==> src/rtl/prog_loader_pkg.sv <==
// Shared types and helpers for the switch-driven program loader.
// Optional debounce is selected with PROG_DEBOUNCE_EN.
package prog_pkg;

  typedef enum logic [1:0] {
    COLLECT,
    WRITE,
    ADVANCE
  } state_e;

  function automatic int beats(input int data_w, input int sw_w);
    return data_w / sw_w;
  endfunction

  function automatic bit width_ok(input int data_w, input int sw_w);
    return (sw_w > 0) && (data_w >= sw_w) && (data_w % sw_w == 0);
  endfunction

endpackage

==> src/rtl/prog_loader_btn_edge.sv <==
// Push-button conditioning: 2-flop sync, optional debounce, edge pulse.
// Debounce counter is present only when PROG_DEBOUNCE_EN is defined.
module btn_edge #(
  parameter int DB_CYCLES = 16
) (
  input  logic clk_i,
  input  logic rst_ni,
  input  logic btn_i,
  output logic ep_o
);

  logic s1_q, s2_q;

  always_ff @(posedge clk_i or negedge rst_ni) begin
    if (!rst_ni) begin
      s1_q <= 1'b0;
      s2_q <= 1'b0;
    end else begin
      s1_q <= btn_i;
      s2_q <= s1_q;
    end
  end

`ifdef PROG_DEBOUNCE_EN
  localparam int CW = $clog2(DB_CYCLES + 1);

  logic [CW-1:0] cnt_q, cnt_d;
  logic          db_q, db_d, dbp_q;

  // Level flips only after DB_CYCLES consecutive disagreeing samples.
  always_comb begin
    cnt_d = '0;
    db_d  = db_q;
    if (s2_q != db_q) begin
      if (cnt_q == CW'(DB_CYCLES - 1)) begin
        db_d = s2_q;
      end else begin
        cnt_d = cnt_q + 1'b1;
      end
    end
  end

  always_ff @(posedge clk_i or negedge rst_ni) begin
    if (!rst_ni) begin
      cnt_q <= '0;
      db_q  <= 1'b0;
      dbp_q <= 1'b0;
    end else begin
      cnt_q <= cnt_d;
      db_q  <= db_d;
      dbp_q <= db_q;
    end
  end

  assign ep_o = db_q & ~dbp_q;
`else
  logic s3_q;

  always_ff @(posedge clk_i or negedge rst_ni) begin
    if (!rst_ni) begin
      s3_q <= 1'b0;
    end else begin
      s3_q <= s2_q;
    end
  end

  assign ep_o = s2_q & ~s3_q;
`endif

endmodule

==> src/rtl/prog_loader.sv <==
// Front-panel program loader: packs switch beats into RAM words.
// Build with PROG_DEBOUNCE_EN to debounce the enter button.
module prog_loader
  import prog_pkg::*;
#(
  parameter int          SW_W      = 8,
  parameter int          DATA_W    = 16,
  parameter int          ADDR_W    = 8,
  parameter int unsigned LAST_ADDR = 2**ADDR_W - 1,
  parameter int          DB_CYCLES = 16
) (
  input  logic                         clk,
  input  logic                         rst,
  input  logic [SW_W-1:0]              switch,
  input  logic                         enter,
  input  logic                         addr_set,
  output logic [ADDR_W-1:0]            wr_addr,
  output logic [DATA_W-1:0]            wr_data,
  output logic                         wr_en,
  output logic [$clog2(DATA_W/SW_W):0] beat_idx,
  output logic                         full
);

  localparam int BEATS = beats(DATA_W, SW_W);
  localparam int BI_W  = $clog2(BEATS) + 1;

  if (!width_ok(DATA_W, SW_W)) begin : g_width_chk
    $error("prog_loader: DATA_W must be a multiple of SW_W");
  end

  state_e            state_q, state_d;
  logic [ADDR_W-1:0] addr_q, addr_d;
  logic [DATA_W-1:0] data_q, data_d;
  logic [BI_W-1:0]   beat_q, beat_d;
  logic              full_q, full_d;
  logic              ep;

  btn_edge #(
    .DB_CYCLES(DB_CYCLES)
  ) u_enter (
    .clk_i (clk),
    .rst_ni(rst),
    .btn_i (enter),
    .ep_o  (ep)
  );

  always_comb begin
    state_d = state_q;
    addr_d  = addr_q;
    data_d  = data_q;
    beat_d  = beat_q;
    full_d  = full_q;
    unique case (state_q)
      COLLECT: begin
        if (ep) begin
          if (addr_set) begin
            addr_d = ADDR_W'(switch);
            beat_d = '0;
            full_d = 1'b0;
          end else if (!full_q) begin
            // MSB beat first: beat k lands in slice k from the top.
            for (int k = 0; k < BEATS; k++) begin
              if (beat_q == BI_W'(k)) begin
                data_d[DATA_W-1-k*SW_W -: SW_W] = switch;
              end
            end
            if (beat_q == BI_W'(BEATS - 1)) begin
              beat_d  = '0;
              state_d = WRITE;
            end else begin
              beat_d = beat_q + 1'b1;
            end
          end
        end
      end
      WRITE: begin
        state_d = ADVANCE;
      end
      ADVANCE: begin
        if (addr_q == ADDR_W'(LAST_ADDR)) begin
          full_d = 1'b1;
        end else begin
          addr_d = addr_q + 1'b1;
        end
        state_d = COLLECT;
      end
      default: begin
        state_d = COLLECT;
      end
    endcase
  end

  always_ff @(posedge clk or negedge rst) begin
    if (!rst) begin
      state_q <= COLLECT;
      addr_q  <= '0;
      data_q  <= '0;
      beat_q  <= '0;
      full_q  <= 1'b0;
    end else begin
      state_q <= state_d;
      addr_q  <= addr_d;
      data_q  <= data_d;
      beat_q  <= beat_d;
      full_q  <= full_d;
    end
  end

  assign wr_addr  = addr_q;
  assign wr_data  = data_q;
  assign wr_en    = (state_q == WRITE);
  assign beat_idx = beat_q;
  assign full     = full_q;

endmodule

==> config.mk <==
export PLATFORM = sky130hd
export DESIGN_NAME = prog_loader
export DESIGN_NICKNAME = d
export VERILOG_FILES = /design/src/rtl/prog_loader_pkg.sv /design/src/rtl/prog_loader_btn_edge.sv /design/src/rtl/prog_loader.sv
export SDC_FILE = /design/constraint.sdc
export NUM_CORES = 1
export LEC_CHECK = 0
export ABC_AREA = 1
export ABC_CLOCK_PERIOD_IN_PS = 1480
export BUFFER_PORTS_ARGS = -buffer_cell sky130_fd_sc_hd__buf_2
export CAP_MARGIN = 30
export CORE_MARGIN = 10
export CORE_UTILIZATION = 50
export CTS_BUF_LIST = sky130_fd_sc_hd__clkbuf_4 sky130_fd_sc_hd__clkbuf_8
export DETAILED_ROUTE_END_ITERATION = 10
export PLACE_DENSITY = 0.8
export SKIP_CTS_REPAIR_TIMING = 1
export SLEW_MARGIN = 0
export SYNTH_ARGS = -nofsm -noshare
export SYNTH_HDL_FRONTEND = slang
export SYNTH_HIERARCHICAL = 1
export SYNTH_SLANG_ARGS = --single-unit
export TNS_END_PERCENT = 30
==> constraint.sdc <==
create_clock -name clk -period 1.48 [get_ports clk]
set_input_delay 0.222 -clock clk [delete_from_list [all_inputs] [get_ports clk]]
set_output_delay 0.222 -clock clk [all_outputs]
set_load 0.02 [all_outputs]
==> results of run 1 <==
[logic make-up after synthesis]
kind of cell    Yosys count
compound gates           28
fa+ha+maj                 1
buf+inv                  27
flops                    32
simple gates             87
[flip-flops by register name, summed over array words and instances, names as in the netlist]
register and cells:
wr_addr 8, u_enter/s2_q 1, state_q 2, wr_data 16
u_enter/s3_q 1, u_enter/s1_q 1, beat_idx 2, full 1
[cell type report]
cell class	count	area share
clock buffers	6	0.0239
multi-input cells	116	0.328
inverters	24	0.0478
clock inverters	2	0.0186
well taps	33	0.0219
repair buffers	46	0.134
flip-flops and latches	32	0.426
[worst paths after layout]
path	depth (start not counted)	to	slack (ns)
setup / recovery	8	wr_addr[6]$_DFFE_PN0P_	0.14
hold / removal	3	wr_data[6]$_DFFE_PN0P_	0.18
setup reg to reg	8	wr_addr[6]$_DFFE_PN0P_	0.14
min in group asynchronous	3	wr_addr[6]$_DFFE_PN0P_	0.42
max in group asynchronous	3	state_q[0]$_DFFE_PN0P_	0.75
hold reg to reg	0	u_enter/s2_q$_DFF_PN0_	0.36
[stage by stage]
| stage | power [uW] | cells | util |
|---|---|---|---|
| global placement | 2630 | 249 | 0.592 |
| detailed placement | 2650 | 249 | 0.592 |
| global route | 3520 | 259 | 0.628 |
| finish | 3290 | 259 | 0.628 |
| floorplan | 2190 | 175 | - |
| CTS | 3320 | 257 | 0.619 |
[cells in the final DEF (no fill, tap or decap), drive strengths merged]
cell	count
clkinv	1
nor3	2
bufinv	1
buf	44
nand2	52
dlygate4sd3	2
dfrtp	32
ha	1
nand3	22
nor2	10
a21oi	3
clkbuf	6
inv	24
o21ai	25
or2	1
[power by group]
group	leakage, uW	internal (uW)	switching, uW
Sequential	0.000401	1160	216
Combinational	0.000561	451	805
Clock	0.0000456	372	288
Total	0.00101	1980	1310
[metal layers]
layer / vias to the layer above / global-route usage / part of all wire
met4: 0 / 0.0557 / 0.014
met5: - / 0 / 0
met2: 35 / 0.169 / 0.43
met3: 6 / 0.0469 / 0.071
met1: 574 / 0.176 / 0.49
li1: 657 / - / -
[worst reg2reg max path: stages, from the launching register on]
cell	delay (ns)
dfrtp_1	0.39
ha_1	0.20
nand3_2	0.09
inv_1	0.09
nand2_1	0.07
nand2_2	0.15
nand2_4	0.11
nand3_1	0.10
nand2_1	0.06
==> results.md, run 1 <==
* Total track usage at 0.126
* Post-Synth Adder-Cell Area at 0.00816
* First-pass GRT wire length at 5.42 mm
* MaxCap Viol Count at 0
* Critical path's top delay family: simple AND/OR/NAND/NOR gates
* Maximum VDD drop at 0.00102 V
* Clk pin slew, worst setup/hold paths at 0.10 ns
* Post-synthesis async set-or-reset flop share at 1.00
* Initial Utilization at 0.511
* Area contributors post-synth: dfrtp_1 (52%), nand2_1 (12%), o21ai_2 (8.0%)
* CP Launch Point: wr_addr[0]$_DFFE_PN0P_
* Die height at 75.4 um
* Core area at 3000 um^2
* Fillers at 251
* Die area at 5680 um^2
* Sequence of cells on the critical path: ha_1, nand3_2, inv_1, nand2_1, nand2_2, nand2_4, nand3_1, nand2_1
* Post-synthesis xor/xnor area fraction at 0
* Mapped Cells at 175
* Vias at 1,272
* Final Hold Violating Endpoints at 0
* Final period demand of the worst path at 1.34 ns
* Final HPWL DP at 2.59 mm
* Worst path required time at 1.71 ns
* First drt pass iteration count at 4
* Io pins at 40
* Storage cell area at 802 um^2
* RR Startpoint: wr_addr[0]$_DFFE_PN0P_
* Fin crit share at 0.908
* Syn. warnings at 6
* # port buffers at 39
* Post-synthesis mux area share at 0
* Vias in the first global route at 1,167
* 1st-iter DRT viols at 61
* Critical path type: register to register
* GP Congestion at 0.794
* Arr. time, crit path at 1.58 ns
* Most used cell, CP: nand2_1
* Worst Skew at 0.0104 ns
* Initial antenna violation count at 0
* Post-synthesis compound-gate area fraction at 0.126
* Fraction of the mapped netlist area in simple logic gates at 0.266
* Cts bufs inserted at 5
* Commonest cells in the netlist: nand2_1 (49), dfrtp_1 (32), inv_1 (24)
* Place WS at 0.0916 ns
* Worst hold margin at 0.179 ns
* Worst path bufs/invs at 1
* Row Count at 20
* Area share of the largest cell type after synthesis at 0.522
* Hold_sp: switch[6]
* Fmax at 744 MHz
* Share of layout cells above drive strength 1 at 0.345
* Critical-path maximum fanout at 9
* Post-synth EDFFs at 0
* Seq/Total Area, Yosys at 0.522
* Avg Inst Size Synth at 8.77 um^2
* Slew headroom at 0.738
* Slew Limit Fails at 0
* Final setup margin at 0.137 ns
* Synth unique cells at 19
* Largest net degree at the start of global routing at 33
* Area Overhead vs Synth at 22.8%
* Nets at 238
* Largest family of logic cells by synthesized area: simple AND/OR/NAND/NOR gates
* Final setup vio count at 0
* WL final at 3.38 mm
* Area of the multi-input gates at 618 um^2
* # clock sinks at 32
* Cell area after layout at 1880 um^2
* Drt wl/cell at 13.0 um
* Worst skew pair latency at 0.34 ns
* Post-synth top flop: dfrtp_1
* Root Driver: clkbuf_4
* DR vias/cell at 4.91
* Post-Route Setup TNS at 0 ns
* Synth Register Bits at 32
* Clock Path Buffers at 2
* ANT cells at 0
* Mapped Area at 1530 um^2
* Slowest Stage Delay on Critical Path at 0.39 ns
* Tightest Pin Transition at 0.392 ns
* CP Capture Type: register
* Slowest cell on crit path: dfrtp_1
* Leak at 0.00101 uW
* RSZ-0062 raised after global routing: false
* Status: completed
* # H-tree levels at 2
* CP startpoint kind: register
* Chip width at 75.4 um
* Remaining routing DRC violations at 0
* Placed inst area at 1780 um^2
* Post-detailed-route count of antenna-violating nets at 0
* Count leader, synth: nand2_1
* Synth area leader: dfrtp_1
* GRT Residual Overflow at 0
* CTS tree: built
* Power density cells at 1750 nW/um^2
* Hold/Removal Path Class: primary input to register
* Syn_nets at 188
Power figures use the tool's default switching activity.
==> run 2, diff against run 1 <==
--- a/config.mk
+++ b/config.mk
@@ -6,7 +6,7 @@
 export NUM_CORES = 1
 export LEC_CHECK = 0
 export ABC_AREA = 1
-export ABC_CLOCK_PERIOD_IN_PS = 1480
+export ABC_CLOCK_PERIOD_IN_PS = 1400
 export BUFFER_PORTS_ARGS = -buffer_cell sky130_fd_sc_hd__buf_2
 export CAP_MARGIN = 30
 export CORE_MARGIN = 10
==> constraint.sdc (replaced) <==
create_clock -name clk -period 1.4 [get_ports clk]
set_input_delay 0.21 -clock clk [delete_from_list [all_inputs] [get_ports clk]]
set_output_delay 0.21 -clock clk [all_outputs]
set_load 0.02 [all_outputs]
==> run 2 against run 1 <==
Net effect:
- die area did not move
- largest cell class unchanged
- count of clock-buffer cells in the layout rose by 1
- sequential power rose by 6%
- sequential share of layout area fell by 0.93 points
- critical path depth fell by 5
- core utilization rose by 1.7 points
- global-route usage rose by 0.99 points
- hold slack got worse by 0.011 ns
==> results.md, run 2 (synthesis results as in run 1) <==
* # port buffers at 39
* Place WS at 0.0160 ns
* Die area at 5680 um^2
* 1st-iter DRT viols at 68
* Part of the power in combinational logic at 0.405
* Area of the multi-input gates at 641 um^2
* Worst path required time at 1.19 ns
* Slowest Stage Delay on Critical Path at 0.43 ns
* RSZ-0062 raised after global routing: true
* WP depth at 3
* Status: completed
* CTS tree: built
* Critical-path maximum fanout at 3
* Slew headroom at 0.741
* Final Hold Violating Endpoints at 0
* Final setup vio count at 0
* Worst path bufs/invs at 2
* First-pass GRT wire length at 5.97 mm
* Vias in the first global route at 1,281
* Storage cell area at 806 um^2
* Fillers at 252
* GRT Residual Overflow at 0
* CP startpoint kind: register
* Final HPWL DP at 2.60 mm
* Chip width at 75.4 um
* Post-Route Setup TNS at 0 ns
* Tightest Pin Transition at 0.389 ns
* Worst-case reg-to-reg path depth at 8
* Cts bufs inserted at 5
* # H-tree levels at 2
* Die height at 75.4 um
* ANT cells at 0
* Total track usage at 0.136
* Critical path type: register to output pin
* GP Congestion at 0.824
* Area Overhead vs Synth at 26.2%
* WL final at 3.48 mm
* Clock power share at 0.170
* Largest net degree at the start of global routing at 33
* Final period demand of the worst path at 1.31 ns
* Switch Pwr at 1390 uW
* MaxCap Viol Count at 0
* Worst skew pair latency at 0.33 ns
* Fin crit share at 0.936
* # clock sinks at 32
* Hold path depth at 3
* Net Sw Frac at 0.409
* CP Capture Type: output pin
* Share of layout cells above drive strength 1 at 0.376
* Total power at 3410 uW
* Core area at 3000 um^2
* Sequential power share at 0.426
* Max FFs per register at 16
* Drt wl/cell at 13.3 um
* Sequence of cells on the critical path: inv_1, nor2_1, buf_2
* Vias at 1,330
* Most frequent cells in the layout: nand2_1 (48), buf_2 (39), dfrtp_1 (28)
* Initial antenna violation count at 0
* Commonest non-fill, non-tap cell in the layout: nand2_1
* Root Driver: clkbuf_4
* Power density cells at 1760 nW/um^2
* Slew Limit Fails at 0
* Row Count at 20
* Leak at 0.00103 uW
* Post-detailed-route count of antenna-violating nets at 0
* Worst Skew at 0.0121 ns
* Critical path's top delay family: flip-flops
* Pint at 2010 uW
* Fmax at 763 MHz
* DR vias/cell at 5.08
* Io pins at 40
* Final setup margin at 0.0890 ns
* Clk pin slew, worst setup/hold paths at 0.10 ns
* Worst hold margin at 0.168 ns
* Maximum VDD drop at 0.00115 V
* Clock Path Buffers at 2
* Nets at 242
* Initial Utilization at 0.511
* Hold/Removal Path Class: primary input to register
* Slowest cell on crit path: dfrtp_2
* Remaining routing DRC violations at 0
* First drt pass iteration count at 4
* Arr. time, crit path at 1.10 ns
-- run 2: final cells by class --
| class | instances | share of cell area |
|---|---|---|
| clock buffers | 7 | 0.0336 |
| inverters | 24 | 0.0465 |
| multi-input cells | 118 | 0.331 |
| flip-flops and latches | 32 | 0.416 |
| well taps | 33 | 0.0213 |
| repair buffers | 48 | 0.151 |
-- run 2: worst paths after layout --
check | from | to | slack, ns
worst max-delay path | state_q[0]$_DFFE_PN0P_ | wr_en | 0.09
worst min-delay path | switch[6] | wr_data[6]$_DFFE_PN0P_ | 0.17
worst min register to register | u_enter/s1_q$_DFF_PN0_ | u_enter/s2_q$_DFF_PN0_ | 0.35
max in group asynchronous | rst | wr_addr[0]$_DFFE_PN0P_ | 0.67
worst max register to register | wr_addr[0]$_DFFE_PN0P_ | wr_addr[3]$_DFFE_PN0P_ | 0.12
min in group asynchronous | rst | beat_idx[1]$_DFFE_PN0P_ | 0.40
-- run 2: per-stage QoR --
step / cells / instance area, um^2 / util
2_1_floorplan: 175 / 1540 / -
3_3_place_gp: 251 / 1820 / 0.606
3_5_place_dp: 251 / 1820 / 0.606
4_1_cts: 258 / 1890 / 0.628
5_1_grt: 262 / 1940 / 0.645
6_report: 262 / 1940 / 0.645
-- run 2: worst reg2reg max path: cells and delay by family, from the launching register on --
| family | cells | cell delay [ns] |
|---|---|---|
| adders and majority gates | 1 | 0.20 |
| buffers and inverters | 1 | 0.10 |
| DFF | 1 | 0.39 |
| and+or+nand+nor | 6 | 0.49 |
-- run 2: power groups by stage --
stage / registers [uW] / logic, uW / clock network, uW
2_1_floorplan: 1820 / 495 / 0
3_3_place_gp: 1460 / 1360 / 0
3_5_place_dp: 1450 / 1390 / 0
4_1_cts: 1450 / 1390 / 596
5_1_grt: 1500 / 1540 / 636
6_report: 1450 / 1380 / 578
-- run 2: metal layers --
layer	share of wire	GRT usage	wire (um)	vias up
met1	0.48	0.188	1680	606
met2	0.43	0.192	1480	49
met5	0	0	0	-
met3	0.082	0.0547	286	3
li1	-	-	-	672
met4	0.0083	0.0371	29	0
==> run 3, diff against run 2 <==
--- a/config.mk
+++ b/config.mk
@@ -6,7 +6,7 @@
 export NUM_CORES = 1
 export LEC_CHECK = 0
 export ABC_AREA = 1
-export ABC_CLOCK_PERIOD_IN_PS = 1400
+export ABC_CLOCK_PERIOD_IN_PS = 1560
 export BUFFER_PORTS_ARGS = -buffer_cell sky130_fd_sc_hd__buf_2
 export CAP_MARGIN = 30
 export CORE_MARGIN = 10
@@ -14,6 +14,7 @@
 export CTS_BUF_LIST = sky130_fd_sc_hd__clkbuf_4 sky130_fd_sc_hd__clkbuf_8
 export DETAILED_ROUTE_END_ITERATION = 10
 export PLACE_DENSITY = 0.8
+export RECOVER_POWER = 25
 export SKIP_CTS_REPAIR_TIMING = 1
 export SLEW_MARGIN = 0
 export SYNTH_ARGS = -nofsm -noshare
==> constraint.sdc (replaced) <==
create_clock -name clk -period 1.56 [get_ports clk]
set_input_delay 0.234 -clock clk [delete_from_list [all_inputs] [get_ports clk]]
set_output_delay 0.234 -clock clk [all_outputs]
set_load 0.02 [all_outputs]
==> run 3 against run 2 <==
Net effect:
- sequential share of layout area grew 1.1 points
- first-iteration DRC count grew 60%
- clock skew shrank 0.0049 ns
- via count grew 0.83%
- critical path type unchanged
- non-clock buffer count shrank 2
- power shrank 11%
- largest cell class unchanged
- setup slack gained 0.069 ns
- final area shrank 3.2%
==> results.md, run 3 (synthesis results as in run 1) <==
* Status: completed
* Die area at 5680 um^2
* Critical-path maximum fanout at 3
* Final HPWL DP at 2.76 mm
* ANT cells at 0
* Nets at 238
* DR top layer: met4
* CTS tree: built
* Remaining routing DRC violations at 0
* Fmax at 713 MHz
* Hold_sp: switch[6]
* Area Overhead vs Synth at 22.2%
* Final period demand of the worst path at 1.40 ns
* Clk pin slew, worst setup/hold paths at 0.10 ns
* Critical path type: register to output pin
* # placed instances at 249
* Root Driver: clkbuf_4
* Post-Route Setup TNS at 0 ns
* Fillers at 263
* CP Capture Type: output pin
* Most frequent cells in the layout: nand2_1 (49), buf_2 (39), dfrtp_1 (32)
* Leak at 0.00100 uW
* Final setup vio count at 0
* Post-detailed-route count of antenna-violating nets at 0
* Initial Utilization at 0.511
* Arr. time, crit path at 1.17 ns
* Slew Limit Fails at 0
* # port buffers at 39
* Vias at 1,341
* Routed met1 length at 1.58 mm
* Chip width at 75.4 um
* Share of layout cells above drive strength 1 at 0.341
* Slew headroom at 0.479
* 1st-iter DRT viols at 109
* Fin crit share at 0.899
* Worst skew pair latency at 0.33 ns
* Finished Layout Cells at 259
* GRT Residual Overflow at 0
* Met3 wire len at 316 um
* WL final at 3.62 mm
* Worst-case reg-to-reg path depth at 8
* RSZ-0062 raised after global routing: false
* Worst Skew at 0.00718 ns
* Vias in the first global route at 1,288
* Routed wl met2 at 1.70 mm
* Row Count at 20
* GP Congestion at 0.790
* Final Hold Violating Endpoints at 0
* DR vias/cell at 5.18
* Max FFs per register at 16
* Hold/Removal Path Class: primary input to register
* Total track usage at 0.135
* Die height at 75.4 um
* CP startpoint kind: register
* Maximum VDD drop at 0.00100 V
* # H-tree levels at 2
* Cts bufs inserted at 5
* Worst path required time at 1.33 ns
* Io pins at 40
* Commonest non-fill, non-tap cell in the layout: nand2_1
* Drt wl/cell at 14.0 um
* Hold path depth at 3
* Largest net degree at the start of global routing at 33
* First-pass GRT wire length at 5.93 mm
* RR Startpoint: wr_addr[0]$_DFFE_PN0P_
* MaxCap Viol Count at 0
* Clock Path Buffers at 2
* Core area at 3000 um^2
* Tightest Pin Transition at 0.781 ns
* # clock sinks at 32
* CP Launch Point: state_q[0]$_DFFE_PN0P_
* First drt pass iteration count at 4
* Power density cells at 1620 nW/um^2
* Initial antenna violation count at 0
[run 3: routing by layer]
layer,GRT usage,up-vias
li1,-,658
met1,0.166,638
met2,0.206,42
met3,0.0612,3
met4,0.0433,0
met5,0,-
[run 3: area by class of cell]
| type | count | area, um^2 | share of cell area |
|---|---|---|---|
| well taps | 33 | 41.3 | 0.0220 |
| flip-flops and latches | 32 | 801 | 0.427 |
| inverters | 24 | 90.1 | 0.0481 |
| clock buffers | 8 | 66.3 | 0.0354 |
| repair buffers | 46 | 250 | 0.134 |
| multi-input cells | 116 | 626 | 0.334 |
[run 3: per-stage QoR]
step / setup WS [ns] / power (uW) / hold slack [ns] / util / instance area [um^2]
2_1_floorplan: 0.131 / 2070 / -0.0616 / - / 1530
3_3_place_gp: 0.181 / 2490 / 0.276 / 0.592 / 1780
3_5_place_dp: 0.117 / 2520 / 0.278 / 0.592 / 1780
4_1_cts: 0.0955 / 3060 / -0.0890 / 0.614 / 1840
5_1_grt: 0.0430 / 3240 / 0.197 / 0.624 / 1870
6_report: 0.158 / 3040 / 0.202 / 0.624 / 1870
[run 3: path summary, 6_finish.rpt]
kind,end,slack (ns)
max,wr_en,0.16
min,wr_data[14]$_DFFE_PN0P_,0.20
max reg2reg,wr_addr[1]$_DFFE_PN0P_,0.17
min reg2reg,u_enter/s2_q$_DFF_PN0_,0.37
max in group asynchronous,wr_data[3]$_DFFE_PN0P_,0.48
min in group asynchronous,wr_addr[7]$_DFFE_PN0P_,0.58
[run 3: worst max-delay path: stages (launching register included)]
cell and delay [ns]:
dfrtp_1 0.46, inv_1 0.11, nor2_1 0.10, buf_2 0.17
[run 3: where the power goes]
group | switching, uW | internal [uW] | leakage, uW | total, uW
registers | 208 | 1100 | 0.000403 | 1300
clock network | 284 | 257 | 0.0000394 | 541
logic | 771 | 426 | 0.000561 | 1200
